`src/rtl/rle_loader.sv`:
```
// rle_loader: decodes an escape-coded run-length byte stream from the download port
// into sequential memory writes starting at BASE.
module rle_loader #(
  parameter int AW = 16,
  parameter logic [AW-1:0] BASE = 16'h2000,
  parameter logic [7:0] ESC = 8'hED,
  parameter int TIMEOUT = 3000000
) (
  input  logic          clk_sys,
  input  logic          reset,
  input  logic          ioctl_download,
  input  logic [7:0]    ioctl_index,
  input  logic          ioctl_wr,
  input  logic [7:0]    ioctl_dout,
  output logic          ioctl_wait,
  output logic [AW-1:0] mem_addr,
  output logic [7:0]    mem_data,
  output logic          mem_wr,
  input  logic          mem_ready,
  output logic          target_reset,
  output logic          busy,
  output logic          done,
  output logic [1:0]    error
);
  localparam int WDW = $clog2(TIMEOUT + 1);
  typedef enum logic [2:0] {IDLE, LIT, CNT, VAL, RUN, END} state_t;
  state_t r_state, w_state;
  logic r_dl;
  logic [AW-1:0] r_addr, w_addr;
  logic [7:0] r_data, w_data, r_cnt, w_cnt;
  logic r_wr, w_wr, r_wait, w_wait, r_busy, w_busy, r_done, w_done, r_tr, w_tr;
  logic [1:0] r_err, w_err;
  logic [WDW-1:0] r_wd, w_wd;
  logic w_take, w_acc, w_step, w_rise, w_fall;

  assign ioctl_wait = r_wait | r_wr;
  assign w_take = ioctl_wr & ~ioctl_wait;
  assign w_acc = r_wr & mem_ready;
  // once the address has overflowed, run bytes are counted off without writing
  assign w_step = w_acc | r_err[0];
  assign w_rise = ioctl_download & ~r_dl & (|ioctl_index);
  assign w_fall = ~ioctl_download & r_dl & r_busy;

  assign mem_addr = r_addr;
  assign mem_data = r_data;
  assign mem_wr = r_wr;
  assign target_reset = r_tr;
  assign busy = r_busy;
  assign done = r_done;
  assign error = r_err;

  always_comb begin
    w_state = r_state;
    w_addr = r_addr;
    w_data = r_data;
    w_wr = r_wr;
    w_wait = r_wait;
    w_cnt = r_cnt;
    w_busy = r_busy;
    w_done = r_done;
    w_err = r_err;
    w_tr = 1'b0;
    w_wd = ioctl_wait ? r_wd + 1'b1 : '0;
    if (w_acc) begin
      w_addr = r_addr + 1'b1;
      w_wr = 1'b0;
      w_err[0] = r_err[0] | (&r_addr);
    end
    case (r_state)
      LIT: if (w_take) begin
        if (ioctl_dout == ESC) w_state = CNT;
        else begin
          w_data = ioctl_dout;
          w_wr = ~r_err[0];
        end
      end
      CNT: if (w_take) begin
        w_cnt = ioctl_dout;
        w_state = (ioctl_dout == 8'd0) ? END : VAL;
      end
      VAL: if (w_take) begin
        w_data = ioctl_dout;
        w_wait = 1'b1;
        w_wr = ~r_err[0];
        w_state = RUN;
      end
      RUN: if (w_step) begin
        w_cnt = r_cnt - 8'd1;
        if (r_cnt == 8'd1) begin
          w_wait = 1'b0;
          w_state = LIT;
        end else w_wr = ~w_err[0];
      end
      default: ;
    endcase
    if (ioctl_wait && r_wd == WDW'(TIMEOUT - 1)) begin
      w_err[1] = 1'b1;
      w_wait = 1'b0;
      w_wr = 1'b0;
      w_wd = '0;
      w_state = END;
    end
    if (w_fall) begin
      w_state = IDLE;
      w_busy = 1'b0;
      w_done = 1'b1;
      w_wr = 1'b0;
      w_wait = 1'b0;
    end
    if (w_rise) begin
      w_state = LIT;
      w_addr = BASE;
      w_tr = 1'b1;
      w_busy = 1'b1;
      w_done = 1'b0;
      w_err = 2'b00;
      w_wr = 1'b0;
      w_wait = 1'b0;
      w_wd = '0;
    end
  end

  always_ff @(posedge clk_sys) begin
    r_dl <= ioctl_download;
    if (reset) begin
      r_state <= IDLE;
      r_addr <= BASE;
      r_data <= 8'd0;
      r_wr <= 1'b0;
      r_wait <= 1'b0;
      r_cnt <= 8'd0;
      r_busy <= 1'b0;
      r_done <= 1'b0;
      r_err <= 2'b00;
      r_tr <= 1'b0;
      r_wd <= '0;
    end else begin
      r_state <= w_state;
      r_addr <= w_addr;
      r_data <= w_data;
      r_wr <= w_wr;
      r_wait <= w_wait;
      r_cnt <= w_cnt;
      r_busy <= w_busy;
      r_done <= w_done;
      r_err <= w_err;
      r_tr <= w_tr;
      r_wd <= w_wd;
    end
  end
endmodule

```
`config.mk`:
```
export PLATFORM = sky130hd
export DESIGN_NAME = rle_loader
export DESIGN_NICKNAME = d
export VERILOG_FILES = /design/src/rtl/rle_loader.sv
export SDC_FILE = /design/constraint.sdc
export NUM_CORES = 1
export LEC_CHECK = 0
export BUFFER_PORTS_ARGS = -buffer_cell sky130_fd_sc_hd__clkbuf_2
export CAP_MARGIN = 20
export CORE_UTILIZATION = 30
export DETAILED_ROUTE_END_ITERATION = 6
export REMOVE_ABC_BUFFERS = 1
export SLEW_MARGIN = 20
export SYNTH_ARGS = -nofsm -noshare
export SYNTH_HDL_FRONTEND = slang
export SYNTH_SLANG_ARGS = --single-unit
```
`constraint.sdc`:
```
create_clock -name clk_sys -period 4.38 [get_ports clk_sys]
set_input_delay 0.657 -clock clk_sys [delete_from_list [all_inputs] [get_ports clk_sys]]
set_output_delay 0.657 -clock clk_sys [all_outputs]
set_load 0.1 [all_outputs]
```
-- Yosys cells after proc, flatten, opt, wreduce, memory -nomap -nowiden
Cells that the tools add are included.
- register bits: 65
- input port bits: 21
- output and inout port bits: 31
- word-level logic and storage cells: 111
- add/sub/neg operators: 3
- equal/unequal tests: 26
- multiplexer cells: 32
- bitwise logic cells: 14
- reductions and logical operators: 21
- operators with widths (cell ; count):
    two-way mux 8 bit ; 4
    case mux 8 bit (2 select lines) ; 2
    != test 5 bit (second input constant) ; 6
    two-way mux 3 bit ; 8
    adder 22 x 1 -> 22 bit (second input constant) ; 1
    == test 22 bit (second input constant) ; 1
    AND reduction 7 bit ; 3
    != test 3 bit (second input constant) ; 6
    adder 16 x 1 -> 16 bit (second input constant) ; 1
    AND reduction 16 bit ; 1
    two-way mux 1 bit ; 15
    != test 2 bit (second input constant) ; 7
    case mux 3 bit (4 select lines) ; 1
    == test 8 x 1 -> 1 bit (second input constant) ; 1
    == test 8 bit (second input constant) ; 1
    logical NOT 8 bit ; 1
    AND reduction 4 bit ; 2
    nonzero test 2 bit ; 4
    OR reduction 4 bit ; 2
    OR reduction 8 bit ; 1
    subtractor 8 x 1 -> 8 bit (second input constant) ; 1
    nonzero test 7 bit ; 1
    AND 1 bit ; 6
    == test 3 x 2 -> 1 bit (second input constant) ; 2
    other kinds (12) ; 18

-- Longest topological paths before layout
- depth after elaboration: 8
- gate-level depth with buffers: 7
- depth with buffers taken out: 7

-- Worst setup path before layout
No wires, ideal clock.
- path kind: register to register
- start point: register r_wr, in the netlist mem_wr
- end point: register r_wr, in the netlist mem_wr
- library setup time: 0.127 ns
- arrival time: 2.357 ns
- required time: 4.253 ns
- slack: 1.896 ns
- stages on the path, launching flop included: 6
- buffers on the path: 1
- period minus slack after synthesis: 2.484 ns
- path through: dfxtp_1 -> buf_2 -> or2_2 -> nor4b_2 -> or2_2 -> a211oi_2
- RTL lines (element ; line ; text):
    start, declared ; 31 ; logic r_wr, w_wr, r_wait, w_wait, r_busy, w_busy, r_done, w_done, r_tr, w_tr;
    start signal, assigned ; 141 ; r_wr <= w_wr;
    OR 1 bit * ; 36 ; assign ioctl_wait = r_wait | r_wr;
    net ioctl_wait ; 15 ; output logic ioctl_wait,
    NOT 1 bit (no line) ; -- ;
    AND 1 bit ; 37 ; assign w_take = ioctl_wr & ~ioctl_wait;
    two-way mux 1 bit (on tied branches) ; 81, 70 ;
    case mux 1 bit (3 select lines) ; 69 ; case (r_state)
The timed path passes the listed nets; every way through them passes the cells marked *.
A chain may end at the register's enable or synchronous reset.

-- Worst setup path after layout
- start point: register r_wr, in the netlist mem_wr
- end point: output ioctl_wait
- cells in the longest elaborated chain, start to end: 1
- ends and longest elaborated chain (element ; line):
    OR 1 bit ; 36
    end, declared ; 15
Every way passes these cells.

==> summary.md <==
| Metric | Value |
|---|---|
| Status | `finished, final reports clean` |
| Count of final max-slew check failures | `0` |
| YS warnings | `0` |
| Critical path data required time | `3.72 ns` |
| Slowest-stage cell, CP | `dfxtp_1` |
| H-tree depth | `3` |
| Die Wd | `between 100 and 150 um` |
| Prevailing post-synth register cell | `dfxtp_1` |
| Syn Std Cell Area | `3170 sq um` |
| Worst-case clock buffer depth | `2` |
| Initial antenna violation count | `0` |
| Hold path startpoint | `ioctl_download` |
| ANT nets after route | `0` |
| Yosys reg bits | `65` |
| CP top delay family | `flip-flops` |
| Post-CTS Setup Bufs | `0` |
| Area growth, synth to finish | `17.0%` |
| Sink Count | `65` |
| Worst hold endpoint | `r_dl` |
| Slew at the pin with the worst max-slew slack | `~1 ns` |
| Layout cells sized above 1 | `23.3%` |
| Clock Skew | `approximately 0.011 ns` |
| Worst vdd ir | `around 0.12 mV` |
| Io pins | `52` |
| Pleak | `~1.4 nW` |
| Total grt overflow | `0` |
| RSZ-0062 raised after global routing | `false` |
| Crit end category | `output pin` |
| Mapped Cells | `between 300 and 400` |
| Post-synthesis compound-gate area fraction | `between 10% and 20%` |
| Starting density of the core | `between 30% and 40%` |
| Final setup fails | `0` |
| Final cycle utilization of the critical path | `51.3%` |
| GR Util met2 | `between 20% and 30%` |
| First-pass GRT wire length | `between 10000 and 15000 um` |
| Iter 0 DRT Violations | `~140` |
| Synth Area in Simple Gates | `29.6%` |
| Min cycle time layout | `2.25 ns` |
| Detailed Place HPWL | `between 5000 and 6000 um` |
| Seq/Total Area, Yosys | `approximately 41%` |
| Top-count cell post-synth | `dfxtp_1` |
| Startpoint Class | `register` |
| Worst r2r path cells | `5` |
| CP cell instances | `or2_2 > clkbuf_2` |
| Worst Path Arrival | `about 1.6 ns` |
| Vias | `between 2000 and 3000` |
| Largest net degree at the start of global routing | `21` |
| Post-Synth Adder-Cell Area | `under 10%` |
| Site Rows | `37` |
| Number of gates resized after cts | `0` |
| Max Clock Freq | `approximately 440 MHz` |
| Largest family of logic cells by synthesized area | `simple AND/OR/NAND/NOR gates` |
| Worst skew pair latency | `approximately 0.34 ns` |
| PwrDens | `~330 nW/um^2` |
| WS Path Type | `register to output pin` |
| Largest cells by area after synthesis | `dfxtp_1, xor2_1, nor2_1` |
| Post-synth ARST share | `0%` |
| GR Util met1 | `17.5%` |
| Overall Global Routing Usage | `~13%` |
| # DRC | `0` |
| Placed Instance Area | `~3500 sq um` |
| Vias in the first global route | `2559` |
| Filler cells | `~1100` |
| Most common library cells after synthesis | `dfxtp_1, nor2_1, nand2_1` |
| Synth Area in XOR/XNOR | `under 10%` |
| Unique masters post-synth | `60` |
| Vias per cell | `just under 5` |
| Final hold violation count | `0` |
| Nets | `approximately 430` |
| Hold Path Class | `primary input to register` |
| IO buf count | `a little over 50` |
| Setup TNS | `0 ns` |
| Hold slack | `between 0.4 and 0.5 ns` |
| EDFF count, synth | `0` |
| CP bufs+invs | `1` |
| Final wirelength | `7150 um` |
| Crit Path Max Fanout | `10` |
| Reg-to-Reg End | `r_state[0]` |
| Synth top area share | `between 40% and 50%` |
| Slowest stage delay, CP | `roughly 0.54 ns` |
| Reg2reg start | `r_state[2]` |
| Hold Buf Count CTS | `0` |
| CTS tree | `built` |
| Number of CTS-inserted buffers | `9` |
| Global Route met3 Usage | `~3.4%` |
| Clock Root Buffer | `clkbuf_8` |
| Drt first pass iters | `4` |
| # diodes | `0` |
| Final Instance Area | `roughly 3700 sq um` |
| Die Ht | `~100 um` |
| Post-synthesis mux area share | `2.52%` |
| Wire per inst | `13.1 um` |
| RD Place Congestion | `about 0.83` |
| Leading area contributor after synthesis | `dfxtp_1` |
| Slew margin rel. | `a little under a third` |
| Area of the multi-input gates | `between 1500 and 2000 sq um` |
| Clock-pin transition on the worst setup and hold timing paths | `around 0.070 ns` |
| R2r setup slk | `2.25 ns` |
| Max-cap violation count | `0` |
| Avg Cell Area, Syn | `a little under 9 sq um` |
| Seq. cell area | `about 1300 sq um` |
| DIE AREA | `11000 sq um` |
| GRT busiest layer | `met2` |
| Placeable Area | `between 10000 and 15000 sq um` |
| Min-Delay Path Depth | `1` |
==> through the flow <==
stage	power [mW]	cells	setup slack, ns	util [%]
floorplan	0.695	341	1.91	-
global placement	0.726	529	2.00	34.2
detailed placement	0.728	529	1.90	34.2
CTS	1.24	544	2.11	36.1
global route	1.27	544	2.01	36.1
finish	1.22	544	2.13	36.1
==> worst max-delay path by stage <==
stage / to / cells past startpoint / from
after floorplan: mem_wr / 5 / ioctl_dout[4]
after global placement: mem_wr / 6 / ioctl_dout[4]
after detailed placement: mem_wr / 6 / ioctl_dout[4]
after CTS: ioctl_wait / 2 / mem_wr
after global routing: r_state[0] / 5 / r_state[2]
final: ioctl_wait / 2 / mem_wr
==> worst reg2reg max path, delay by kind of cell (launching register included) <==
| kind | cells | cell delay [ns] |
|---|---|---|
| AND/OR/NAND/NOR | 3 | 1.23 |
| flip-flops | 1 | 0.51 |
| AO/OA/AOI/OAI | 2 | 0.34 |
==> registers in the layout (all words and copies together), names as in the netlist, 2 cells and up <==
| signal | cells |
|---|---|
| mem_data | 8 |
| r_cnt | 8 |
| r_wd | 22 |
| error | 2 |
| mem_addr | 16 |
| r_state | 3 |
==> logic make-up (layout without fill, tap and decap cells) <==
| kind of cell | count (synthesis) | count (layout) |
|---|---|---|
| AOI/OAI and AO/OA | 48 | 48 |
| xor gates and xnor gates | 36 | 36 |
| adders and majority gates | 4 | 4 |
| buffers and inverters | 21 | 74 |
| DFF | 65 | 65 |
| muxes | 8 | 8 |
| and+or+nand+nor | 173 | 173 |
==> where the power goes <==
| part | switching (mW) | internal (mW) | total (mW) | leakage, nW |
|---|---|---|---|---|
| registers | 0.00859 | 0.598 | 0.607 | 0.525 |
| clock network | 0.219 | 0.289 | 0.508 | 0.102 |
| logic | 0.0784 | 0.0291 | 0.107 | 0.782 |
| total | 0.306 | 0.916 | 1.22 | 1.41 |
==> final cells by class <==
| cell class | instances | share of cell area, % |
|---|---|---|
| clock buffer | 12 | 4.18 |
| clock inverter | 3 | 1.08 |
| inverter | 7 | 0.708 |
| multi-input combinational | 269 | 47.3 |
| sequential | 65 | 35.0 |
| tap | 136 | 4.58 |
| timing repair buffer | 52 | 7.08 |
==> cells in the final DEF (no fill, tap or decap), types with 4 or more instances in the layout <==
master / n
and4_1: 4
inv_1: 7
nand4_1: 11
and2_1: 5
mux2i_1: 8
nor3_1: 5
dfxtp_1: 65
nor4_1: 6
xnor2_1: 9
nand3_1: 15
clkbuf_2: 51
ha_1: 4
o21ai_0: 7
and3_1: 4
nand2_1: 29
nor2_1: 59
xor2_1: 27
clkbuf_8: 11
or2_2: 5
a21oi_1: 14
==> routing by layer <==
metal / share of wire, % / wire length, um / up-vias
li1: - / - / 1341
met5: 0 / 0 / -
met3: 4.2 / 298 / 11
met1: 48 / 3470 / 1247
met4: 1.7 / 122 / 0
met2: 46 / 3260 / 56
Note: power is estimated with default switching activity, not from simulation.
